`config.mk`:
```
export PLATFORM = sky130hd
export DESIGN_NAME = next_control_sequencer
export DESIGN_NICKNAME = d
export VERILOG_FILES = /design/src/rtl/next_control_sequencer.sv
export SDC_FILE = /design/constraint.sdc
export NUM_CORES = 1
export LEC_CHECK = 0
export ABC_AREA = 1
export CAP_MARGIN = 20
export CORE_ASPECT_RATIO = 0.8
export CORE_MARGIN = 2
export CORE_UTILIZATION = 50
export DETAILED_ROUTE_END_ITERATION = 10
export PLACE_DENSITY = 0.81
export SYNTH_ARGS = -nofsm -noshare
export SYNTH_HDL_FRONTEND = slang
export SYNTH_SLANG_ARGS = --single-unit
```
`constraint.sdc`:
```
create_clock -name i_clk -period 2.64 [get_ports i_clk]
set_input_delay 0.264 -clock i_clk [delete_from_list [all_inputs] [get_ports i_clk]]
set_output_delay 0.264 -clock i_clk [all_outputs]
set_load 0.05 [all_outputs]
```
`src/rtl/next_control_sequencer.sv`:
```
// Control-word sequencer: decodes one opcode per cycle into registered control outputs, with LDM immediate and flush bubbles.
// Optional interrupt servicing is enabled by defining CU_IRQ_EN; by default the irq input is ignored.
module next_control_sequencer #(
  parameter int OPW       = 5,
  parameter int FLUSH_W   = 2,
  parameter int RET_FLUSH = 2,
  parameter int RTI_FLUSH = 3,
  parameter int INT_FLUSH = 3
) (
  input  logic           i_clk,
  input  logic           i_rst,
  input  logic           i_instr_valid,
  input  logic [OPW-1:0] i_opcode,
  input  logic           i_stall,
  input  logic           i_nop_in,
  input  logic           i_irq,
  output logic [9:0]     o_ctrl,
  output logic [3:0]     o_alu_op,
  output logic           o_shift,
  output logic           o_imm_phase,
  output logic           o_pc_hold,
  output logic           o_busy
);

  localparam logic [OPW-1:0] OP_NOT  = OPW'(1);
  localparam logic [OPW-1:0] OP_INC  = OPW'(2);
  localparam logic [OPW-1:0] OP_DEC  = OPW'(3);
  localparam logic [OPW-1:0] OP_MOV  = OPW'(4);
  localparam logic [OPW-1:0] OP_ADD  = OPW'(5);
  localparam logic [OPW-1:0] OP_SUB  = OPW'(6);
  localparam logic [OPW-1:0] OP_AND  = OPW'(7);
  localparam logic [OPW-1:0] OP_OR   = OPW'(8);
  localparam logic [OPW-1:0] OP_SHL  = OPW'(9);
  localparam logic [OPW-1:0] OP_SHR  = OPW'(10);
  localparam logic [OPW-1:0] OP_PUSH = OPW'(11);
  localparam logic [OPW-1:0] OP_POP  = OPW'(12);
  localparam logic [OPW-1:0] OP_OUT  = OPW'(13);
  localparam logic [OPW-1:0] OP_IN   = OPW'(14);
  localparam logic [OPW-1:0] OP_SETC = OPW'(15);
  localparam logic [OPW-1:0] OP_CLRC = OPW'(16);
  localparam logic [OPW-1:0] OP_LDD  = OPW'(17);
  localparam logic [OPW-1:0] OP_STD  = OPW'(18);
  localparam logic [OPW-1:0] OP_LDM  = OPW'(19);
  localparam logic [OPW-1:0] OP_JZ   = OPW'(20);
  localparam logic [OPW-1:0] OP_JN   = OPW'(21);
  localparam logic [OPW-1:0] OP_JC   = OPW'(22);
  localparam logic [OPW-1:0] OP_JMP  = OPW'(23);
  localparam logic [OPW-1:0] OP_CALL = OPW'(24);
  localparam logic [OPW-1:0] OP_RET  = OPW'(25);
  localparam logic [OPW-1:0] OP_RTI  = OPW'(26);
  localparam logic [OPW-1:0] OP_INT  = OPW'(27);

  localparam logic [3:0] ALU_NOP = 4'd0;
  localparam logic [3:0] ALU_NOT = 4'd1;
  localparam logic [3:0] ALU_INC = 4'd2;
  localparam logic [3:0] ALU_DEC = 4'd3;
  localparam logic [3:0] ALU_MOV = 4'd4;
  localparam logic [3:0] ALU_ADD = 4'd5;
  localparam logic [3:0] ALU_SUB = 4'd6;
  localparam logic [3:0] ALU_AND = 4'd7;
  localparam logic [3:0] ALU_OR  = 4'd8;
  localparam logic [3:0] ALU_SHL = 4'd9;
  localparam logic [3:0] ALU_SHR = 4'd10;

  // {IR,IW,MR,MW,MTR,ALU_src,RW,Branch,SetC,CLRC}
  localparam logic [9:0] ALU_SIGNALS    = 10'b0000001000;
  localparam logic [9:0] BRANCH_SIGNALS = 10'b0000000100;
  localparam logic [9:0] INT_SIGNALS    = 10'b0001000100;
  localparam logic [9:0] IMM_SIGNALS    = 10'b0000011000;

  localparam int FMAX = (1 << FLUSH_W) - 1;
  localparam logic [FLUSH_W-1:0] RET_LD = FLUSH_W'((RET_FLUSH > FMAX) ? FMAX : RET_FLUSH);
  localparam logic [FLUSH_W-1:0] RTI_LD = FLUSH_W'((RTI_FLUSH > FMAX) ? FMAX : RTI_FLUSH);
  localparam logic [FLUSH_W-1:0] INT_LD = FLUSH_W'((INT_FLUSH > FMAX) ? FMAX : INT_FLUSH);

  // S_DECODE: issue opcodes | S_IMM: LDM immediate cycle | S_FLUSH: pc_hold bubbles
  typedef enum logic [1:0] {S_DECODE, S_IMM, S_FLUSH} state_t;

  state_t             r_state, w_state_n;
  logic [FLUSH_W-1:0] r_cnt, w_cnt_n, w_ld_val;
  logic               r_pend, w_pend_n, w_irq_take, w_service, w_do_ld;
  logic [9:0]         r_ctrl, w_ctrl_n;
  logic [3:0]         r_alu, w_alu_n;
  logic               r_shift, w_shift_n;
  logic               r_imm, w_imm_n;
  logic               r_pch, w_pch_n;
  logic               r_busy, w_busy_n;

  assign w_irq_take = r_pend;

`ifndef CU_IRQ_EN
  logic w_unused_irq;
  assign w_unused_irq = i_irq;
`endif

  always_comb begin
    w_state_n = r_state;
    w_cnt_n   = r_cnt;
    w_pend_n  = r_pend;
    w_ctrl_n  = r_ctrl;
    w_alu_n   = r_alu;
    w_shift_n = r_shift;
    w_imm_n   = r_imm;
    w_pch_n   = r_pch;
    w_busy_n  = r_busy;
    w_service = 1'b0;
    w_do_ld   = 1'b0;
    w_ld_val  = '0;
    if (!i_stall) begin
      w_ctrl_n  = '0;
      w_alu_n   = ALU_NOP;
      w_shift_n = 1'b0;
      w_imm_n   = 1'b0;
      w_pch_n   = 1'b0;
      w_busy_n  = (r_state != S_DECODE);
      case (r_state)
        S_IMM: begin
          w_ctrl_n  = IMM_SIGNALS;
          w_alu_n   = ALU_MOV;
          w_imm_n   = 1'b1;
          w_state_n = S_DECODE;
        end
        S_FLUSH: begin
          w_pch_n = 1'b1;
          w_cnt_n = (r_cnt == '0) ? '0 : r_cnt - 1'b1;
          if (r_cnt <= FLUSH_W'(1)) w_state_n = S_DECODE;
        end
        default: begin
          if (w_irq_take) begin
            w_ctrl_n  = INT_SIGNALS;
            w_service = 1'b1;
            w_do_ld   = 1'b1;
            w_ld_val  = INT_LD;
          end else if (i_instr_valid && !i_nop_in) begin
            case (i_opcode)
              OP_NOT:  begin w_ctrl_n = ALU_SIGNALS; w_alu_n = ALU_NOT; end
              OP_INC:  begin w_ctrl_n = ALU_SIGNALS; w_alu_n = ALU_INC; end
              OP_DEC:  begin w_ctrl_n = ALU_SIGNALS; w_alu_n = ALU_DEC; end
              OP_MOV:  begin w_ctrl_n = ALU_SIGNALS; w_alu_n = ALU_MOV; end
              OP_ADD:  begin w_ctrl_n = ALU_SIGNALS; w_alu_n = ALU_ADD; end
              OP_SUB:  begin w_ctrl_n = ALU_SIGNALS; w_alu_n = ALU_SUB; end
              OP_AND:  begin w_ctrl_n = ALU_SIGNALS; w_alu_n = ALU_AND; end
              OP_OR:   begin w_ctrl_n = ALU_SIGNALS; w_alu_n = ALU_OR;  end
              OP_SHL:  begin w_ctrl_n = ALU_SIGNALS; w_alu_n = ALU_SHL; w_shift_n = 1'b1; end
              OP_SHR:  begin w_ctrl_n = ALU_SIGNALS; w_alu_n = ALU_SHR; w_shift_n = 1'b1; end
              OP_PUSH, OP_STD: w_ctrl_n = 10'b0001000000;
              OP_POP,  OP_LDD: w_ctrl_n = 10'b0010101000;
              OP_OUT:  begin w_ctrl_n = 10'b0100000000; w_alu_n = ALU_MOV; end
              OP_IN:   begin w_ctrl_n = 10'b1000001000; w_alu_n = ALU_MOV; end
              OP_SETC: w_ctrl_n = 10'b0000000010;
              OP_CLRC: w_ctrl_n = 10'b0000000001;
              OP_JZ, OP_JN, OP_JC, OP_JMP, OP_CALL: w_ctrl_n = BRANCH_SIGNALS;
              OP_LDM:  w_state_n = S_IMM;
              OP_RET:  begin w_ctrl_n = BRANCH_SIGNALS; w_do_ld = 1'b1; w_ld_val = RET_LD; end
              OP_RTI:  begin w_ctrl_n = BRANCH_SIGNALS; w_do_ld = 1'b1; w_ld_val = RTI_LD; end
              OP_INT:  begin w_ctrl_n = INT_SIGNALS;    w_do_ld = 1'b1; w_ld_val = INT_LD; end
              default: w_ctrl_n = '0;
            endcase
          end
        end
      endcase
      if (w_do_ld && (w_ld_val != '0)) begin
        w_cnt_n   = w_ld_val;
        w_state_n = S_FLUSH;
      end
`ifdef CU_IRQ_EN
      w_pend_n = (r_pend && !w_service) || i_irq;
`else
      w_pend_n = 1'b0;
`endif
    end
  end

  always_ff @(posedge i_clk) begin
    if (i_rst) begin
      r_state <= S_DECODE;
      r_cnt   <= '0;
      r_pend  <= 1'b0;
      r_ctrl  <= '0;
      r_alu   <= ALU_NOP;
      r_shift <= 1'b0;
      r_imm   <= 1'b0;
      r_pch   <= 1'b0;
      r_busy  <= 1'b0;
    end else begin
      r_state <= w_state_n;
      r_cnt   <= w_cnt_n;
      r_pend  <= w_pend_n;
      r_ctrl  <= w_ctrl_n;
      r_alu   <= w_alu_n;
      r_shift <= w_shift_n;
      r_imm   <= w_imm_n;
      r_pch   <= w_pch_n;
      r_busy  <= w_busy_n;
    end
  end

  assign o_ctrl      = r_ctrl;
  assign o_alu_op    = r_alu;
  assign o_shift     = r_shift;
  assign o_imm_phase = r_imm;
  assign o_pc_hold   = r_pch;
  assign o_busy      = r_busy;

endmodule

```
==> run_results.csv, run 1 <==
group,metric,value,unit
floorplanning,core,1944,sq um
synthesis,ys_ff_latch,20,
power_and_ir_drop,cellLeakagePower,0.5779,nW
clocking,clock_sinks,20,
timing,min_period,1.765,ns
finish,nets,204,
floorplanning,initial_core_util,55.21,%
critical_path,regToRegStartpoint,"r_state[0]",
floorplanning,die_x,55.81,um
synthesis,synthTopCellsByArea,"dfxtp_1 37%, nand2_1 15%, a21oi_1 10%",
timing,worstMarginPinSlew,0.5839,ns
detailed_routing,drtIter0Drc,48,
critical_path,crit_chain,"clkdlybuf4s50_1",
hold_path,worstHoldPathCells,2,
clocking,htree_levels,1,
critical_path,rrSetupSlack,0.90,ns
clocking,clk_pin_slew,0.12,ns
finish,drive_gt1_share,7.407,%
clocking,hold_buffers,0,
timing,setup_violations,0,
job,drv_cap,0,
global_route,grt_remaining_overflow,0,
finish,num_antenna_cells,0,
floorplanning,die_area,2536,sq um
detailed_routing,drc_errors,0,
synthesis,syn_nets,176,
timing,maxSlewHeadroom,60.95,%
detailed_routing,firstDrtPassIters,4,
placement,dpl_worst_slack,0.8262,ns
timing,hold_viol,0,
power_and_ir_drop,powerDensity,479.9,nW/um^2
critical_path,crit_required,2.38,ns
timing,worst_slack,0.8749,ns
synthesis,syn_avg_cell_area,6.627,sq um
finish,layout_common_cells,"42 x nand2_1, 27 x clkdlybuf4s50_1, 22 x a21oi_1",
finish,nFillCells,160,
critical_path,arrival,1.50,ns
detailed_routing,postRouteAntennaNets,0,
outcome,outcome,"finished, final reports clean",
global_route,grt_usage,22.60,%
clocking,cts_setup_buffers,0,
hold_path,hp-start,"o_ctrl[2]",
clocking,clk_latency,0.31,ns
hold_path,hp-class,"reg2reg",
detailed_routing,viasPerCell,5.488,
floorplanning,rows,14,
timing,finalSetupTns,0,ns
critical_path,critPathCaptureType,"primary output",
synthesis,ys_types,22,
global_route,grt_pass1_vias,1007,
finish,syn_to_final_growth,31.00,%
finish,final_common_cell,"nand2_1",
synthesis,synth_area,1074,sq um
placement,gp_congestion,0.9643,
global_route,grt_max_degree,16,
synthesis,ys_warn_count,0,
placement,portBuffers,27,
placement,placed_cells,209,
finish,layout.cells.non_filler,213,
clocking,cts_made_buffers,3,
detailed_routing,vias,1169,
clocking,cts_tree,"yes",
timing,grt_setup_unrepaired,"false",
placement,dp_hpwl,1983,um
global_route,antenna_found_initial,0,
synthesis,synth_top_area_share,37.30,%
critical_path,cp-start-kind,"flop",
critical_path,r2r_end,"o_shift",
critical_path,r2r_cells,7,
critical_path,crit_type,"reg2out",
critical_path,worstPathMaxFanout,3,
detailed_routing,wl,2640,um
timing,drv_slew,0,
timing,fin_skew,0.01055,ns
critical_path,crit_buf_inv,1,
global_route,grt_pass1_wl,4333,um
floorplanning,pin_count,29,
hold_path,hold-path-endpoint,"o_ctrl[2]",
timing,period_share,66.86,%
synthesis,ys_seq_area_share,37.30,%
clocking,ctsResizeCount,0,
timing,max_freq,566.5,MHz
critical_path,slowest_delay,0.81,ns
clocking,clockBufferDepth,2,
critical_path,slowest_stage,"clkdlybuf4s50_1",
floorplanning,die_height,45.45,um
detailed_routing,drt-wirelength-per-cell,12.39,um
power_and_ir_drop,peakVddDrop,0.0004116,V
synthesis,synth_top_area_cell,"dfxtp_1",
clocking,cts-root-buf,"clkbuf_4",
critical_path,crit_family,"buffers and inverters",
synthesis,postSynthCellCount,162,
==> cells in the mapped netlist <==
cell / count
inv_1: 18
nand3_1: 15
ha_1: 3
clkbuf_1: 2
a21oi_1: 22
nand4_1: 3
clkinv_1: 1
buf_4: 3
nand3b_1: 1
nor2_2: 4
nor3_1: 1
nand2_1: 42
a21oi_2: 1
inv_2: 1
o21ai_0: 6
buf_2: 1
dfxtp_1: 20
o31ai_1: 2
nor2_1: 12
or2_1: 1
o221ai_1: 1
nand2_2: 2
==> cell type report <==
cell class | instances | area, sq um | share of cell area [%]
multi-input cells | 116 | 563.0 | 40.04
flip-flops and latches | 20 | 400.4 | 28.47
repair buffers | 29 | 285.3 | 20.28
inverters | 20 | 75.07 | 5.338
clock inverters | 1 | 30.03 | 2.135
well taps | 24 | 30.03 | 2.135
clock buffers | 3 | 22.52 | 1.601
==> through the flow <==
stage	area [sq um]	total power, mW	hold WS [ns]	util [%]
final	1406	0.6750	0.4687	72.33
after global routing	1406	0.7028	0.4949	72.33
after global placement	1354	0.4244	0.4506	69.63
after CTS	1406	0.6816	0.4726	72.33
after detailed placement	1354	0.4262	0.4551	69.63
after floorplan	1074	0.3856	0.3331	-
==> registers in the layout, indices dropped and copies added (netlist names) <==
register	cells
o_shift	1
r_state	2
r_cnt	2
o_alu_op	4
o_ctrl	9
o_pc_hold	1
o_busy	1
==> metal layers <==
metal	up-vias	share of wire [%]	GRT usage, %
met4	0	1.4	7.805
met1	525	46	29.28
met2	56	44	37.38
li1	581	-	-
met5	-	0	0
met3	7	8.6	5.966
==> worst max path at each step <==
stage / startpoint / to / cells past startpoint
after global routing: r_state[1] / r_cnt[1] / 8
final: o_ctrl[7] / o_ctrl[7] / 1
after global placement: i_opcode[4] / r_cnt[1] / 8
after floorplan: r_state[0] / r_cnt[1] / 8
after detailed placement: i_opcode[4] / r_cnt[1] / 8
after CTS: o_ctrl[7] / o_ctrl[7] / 1
==> logic make-up after synthesis <==
logic type	share of synthesized area [%]
and+or+nand+nor	32.87
buffers and inverters	10.25
DFF	37.30
AOI/OAI and AO/OA	16.08
adders and majority gates	3.497
==> report_power, final <==
part	leakage [nW]	switching (mW)	internal, mW
Combinational	0.388	0.0731	0.0378
Clock	0.0279	0.0998	0.154
Sequential	0.162	0.00312	0.307
Note: power is estimated with default switching activity, not from simulation.
==> inputs of run 2 (changes only) <==
--- a/config.mk
+++ b/config.mk
@@ -9,9 +9,9 @@
 export CAP_MARGIN = 20
 export CORE_ASPECT_RATIO = 0.8
 export CORE_MARGIN = 2
-export CORE_UTILIZATION = 50
+export CORE_UTILIZATION = 47
 export DETAILED_ROUTE_END_ITERATION = 10
-export PLACE_DENSITY = 0.81
+export PLACE_DENSITY = 0.77
 export SYNTH_ARGS = -nofsm -noshare
 export SYNTH_HDL_FRONTEND = slang
 export SYNTH_SLANG_ARGS = --single-unit
==> constraint.sdc (replaced) <==
create_clock -name i_clk -period 1.8 [get_ports i_clk]
set_input_delay 0.18 -clock i_clk [delete_from_list [all_inputs] [get_ports i_clk]]
set_output_delay 0.18 -clock i_clk [all_outputs]
set_load 0.05 [all_outputs]
==> run_results.csv, run 2 (synthesized netlist as in run 1, its figures left out) <==
group,metric,value,unit
hold_path,worstHoldPathCells,2,
timing,finalSetupTns,0,ns
critical_path,crit_buf_inv,1,
critical_path,crit_chain,"clkdlybuf4s50_1",
critical_path,regToRegStartpoint,"r_state[0]",
global_route,grt_util_met1,25.42,%
floorplanning,die_area,2685,sq um
floorplanning,rows,15,
detailed_routing,viasPerCell,5.301,
global_route,use_met2,35.23,%
global_route,grt_pass1_vias,993,
finish,largest_register_ffs,9,
finish,nets,206,
finish,num_antenna_cells,0,
power_and_ir_drop,cellLeakagePower,0.5804,nW
placement,portBuffers,27,
power_and_ir_drop,peakVddDrop,0.0005168,V
detailed_routing,firstDrtPassIters,4,
global_route,grt_max_degree,15,
global_route,grt_busiest_layer,"met2",
detailed_routing,vias,1145,
clocking,clk_pin_slew,0.12,ns
global_route,grt_remaining_overflow,0,
critical_path,r2r_cells,10,
floorplanning,die_x,57.44,um
timing,max_freq,598.8,MHz
finish,drive_gt1_share,8.901,%
critical_path,arrival,1.49,ns
critical_path,slowest_delay,0.81,ns
global_route,grt_pass1_wl,4167,um
hold_path,hp-class,"reg2reg",
global_route,grt_usage,19.98,%
critical_path,critPathCaptureType,"primary output",
clocking,clockBufferDepth,2,
clocking,cts-root-buf,"clkbuf_4",
global_route,antenna_found_initial,0,
critical_path,worstPathMaxFanout,3,
clocking,clk_latency,0.30,ns
hold_path,hold-path-endpoint,"o_ctrl[8]",
detailed_routing,drt-wirelength-per-cell,12.61,um
timing,hold_slack,0.4694,ns
finish,syn_to_final_growth,31.24,%
outcome,outcome,"finished, final reports clean",
clocking,htree_levels,1,
critical_path,crit_type,"reg2out",
detailed_routing,drtIter0Drc,33,
timing,hold_viol,0,
hold_path,hp-start,"o_ctrl[8]",
clocking,cts_made_buffers,3,
power_and_ir_drop,powerDensity,631.2,nW/um^2
floorplanning,initial_core_util,49.74,%
job,drv_cap,0,
clocking,clock_sinks,20,
floorplanning,core,2158,sq um
critical_path,r2r_end,"r_state[0]",
timing,worstMarginPinSlew,0.5085,ns
critical_path,cp-start-kind,"flop",
finish,layout.cells.non_filler,216,
finish,nFillCells,205,
timing,fin_skew,0.002900,ns
floorplanning,die_height,46.75,um
timing,min_period,1.670,ns
timing,setup_violations,0,
timing,maxSlewHeadroom,66.00,%
critical_path,crit_required,1.62,ns
detailed_routing,wl,2723,um
timing,drv_slew,0,
critical_path,rrSetupSlack,0.15,ns
placement,placed_cells,212,
clocking,hold_buffers,0,
detailed_routing,drc_errors,0,
finish,final_common_cell,"nand2_1",
placement,gp_congestion,0.9656,
finish,layout_common_cells,"42 x nand2_1, 27 x clkdlybuf4s50_1, 22 x a21oi_1",
detailed_routing,postRouteAntennaNets,0,
placement,dp_hpwl,2073,um
clocking,cts_tree,"yes",
timing,grt_setup_unrepaired,"false",
critical_path,slowest_stage,"clkdlybuf4s50_1",
global_route,use_met3,5.234,%
timing,period_share,92.77,%
critical_path,crit_family,"buffers and inverters",
floorplanning,pin_count,29,
run 2: changes by cell type in the layout (fill, tap and decap cells not counted), sizes merged:
cell | before | now
clkbuf | 3 | 4
bufinv | 1 | 0
buf | 2 | 4
run 2: where the power goes:
| part | switching, mW | internal (mW) | leakage [nW] |
|---|---|---|---|
| logic | 0.108 | 0.0585 | 0.397 |
| registers | 0.00425 | 0.451 | 0.162 |
| clock network | 0.144 | 0.123 | 0.0210 |
run 2: worst max-delay path by stage:
| stage | start | to | slack, ns | cells after the start |
|---|---|---|---|---|
| finish | o_ctrl[7] | o_ctrl[7] | 0.13 | 1 |
| detailed placement | r_state[0] | r_state[0] | 0.13 | 10 |
| floorplan | r_state[0] | r_cnt[1] | 0.35 | 8 |
| CTS | r_state[0] | r_state[0] | 0.11 | 10 |
| global placement | i_opcode[1] | r_state[1] | 0.20 | 10 |
| global route | r_state[0] | r_cnt[1] | 0.02 | 8 |
run 2: routing by layer:
metal | up-vias | wire length (um)
met2 | 41 | 1311
met5 | - | 0
met4 | 0 | 23
li1 | 581 | -
met3 | 4 | 152
met1 | 519 | 1235
run 2: cell type report:
class	instances	area, sq um	share of cell area (%)
multi-input combinational	116	565.5	40.14
sequential	20	400.4	28.42
timing repair buffer	31	300.3	21.31
inverter	20	75.07	5.329
clock buffer	4	36.28	2.575
tap	25	31.28	2.220
run 2: repair_timing:
item / CTS / global route
setup buffers: 0 / 0
gates resized for setup: 0 / 1
endpoints found under the setup margin: 0 / 1
run 2: through the flow:
step / instance area (sq um) / setup slack, ns / util (%) / power, mW
5_1_grt: 1409 / 0.02192 / 65.28 / 0.9199
3_5_place_dp: 1370 / 0.1314 / 63.48 / 0.6282
4_1_cts: 1406 / 0.1130 / 65.16 / 0.8876
3_3_place_gp: 1370 / 0.1962 / 63.48 / 0.6248
2_1_floorplan: 1074 / 0.3527 / - / 0.5656
6_report: 1409 / 0.1301 / 65.28 / 0.8893
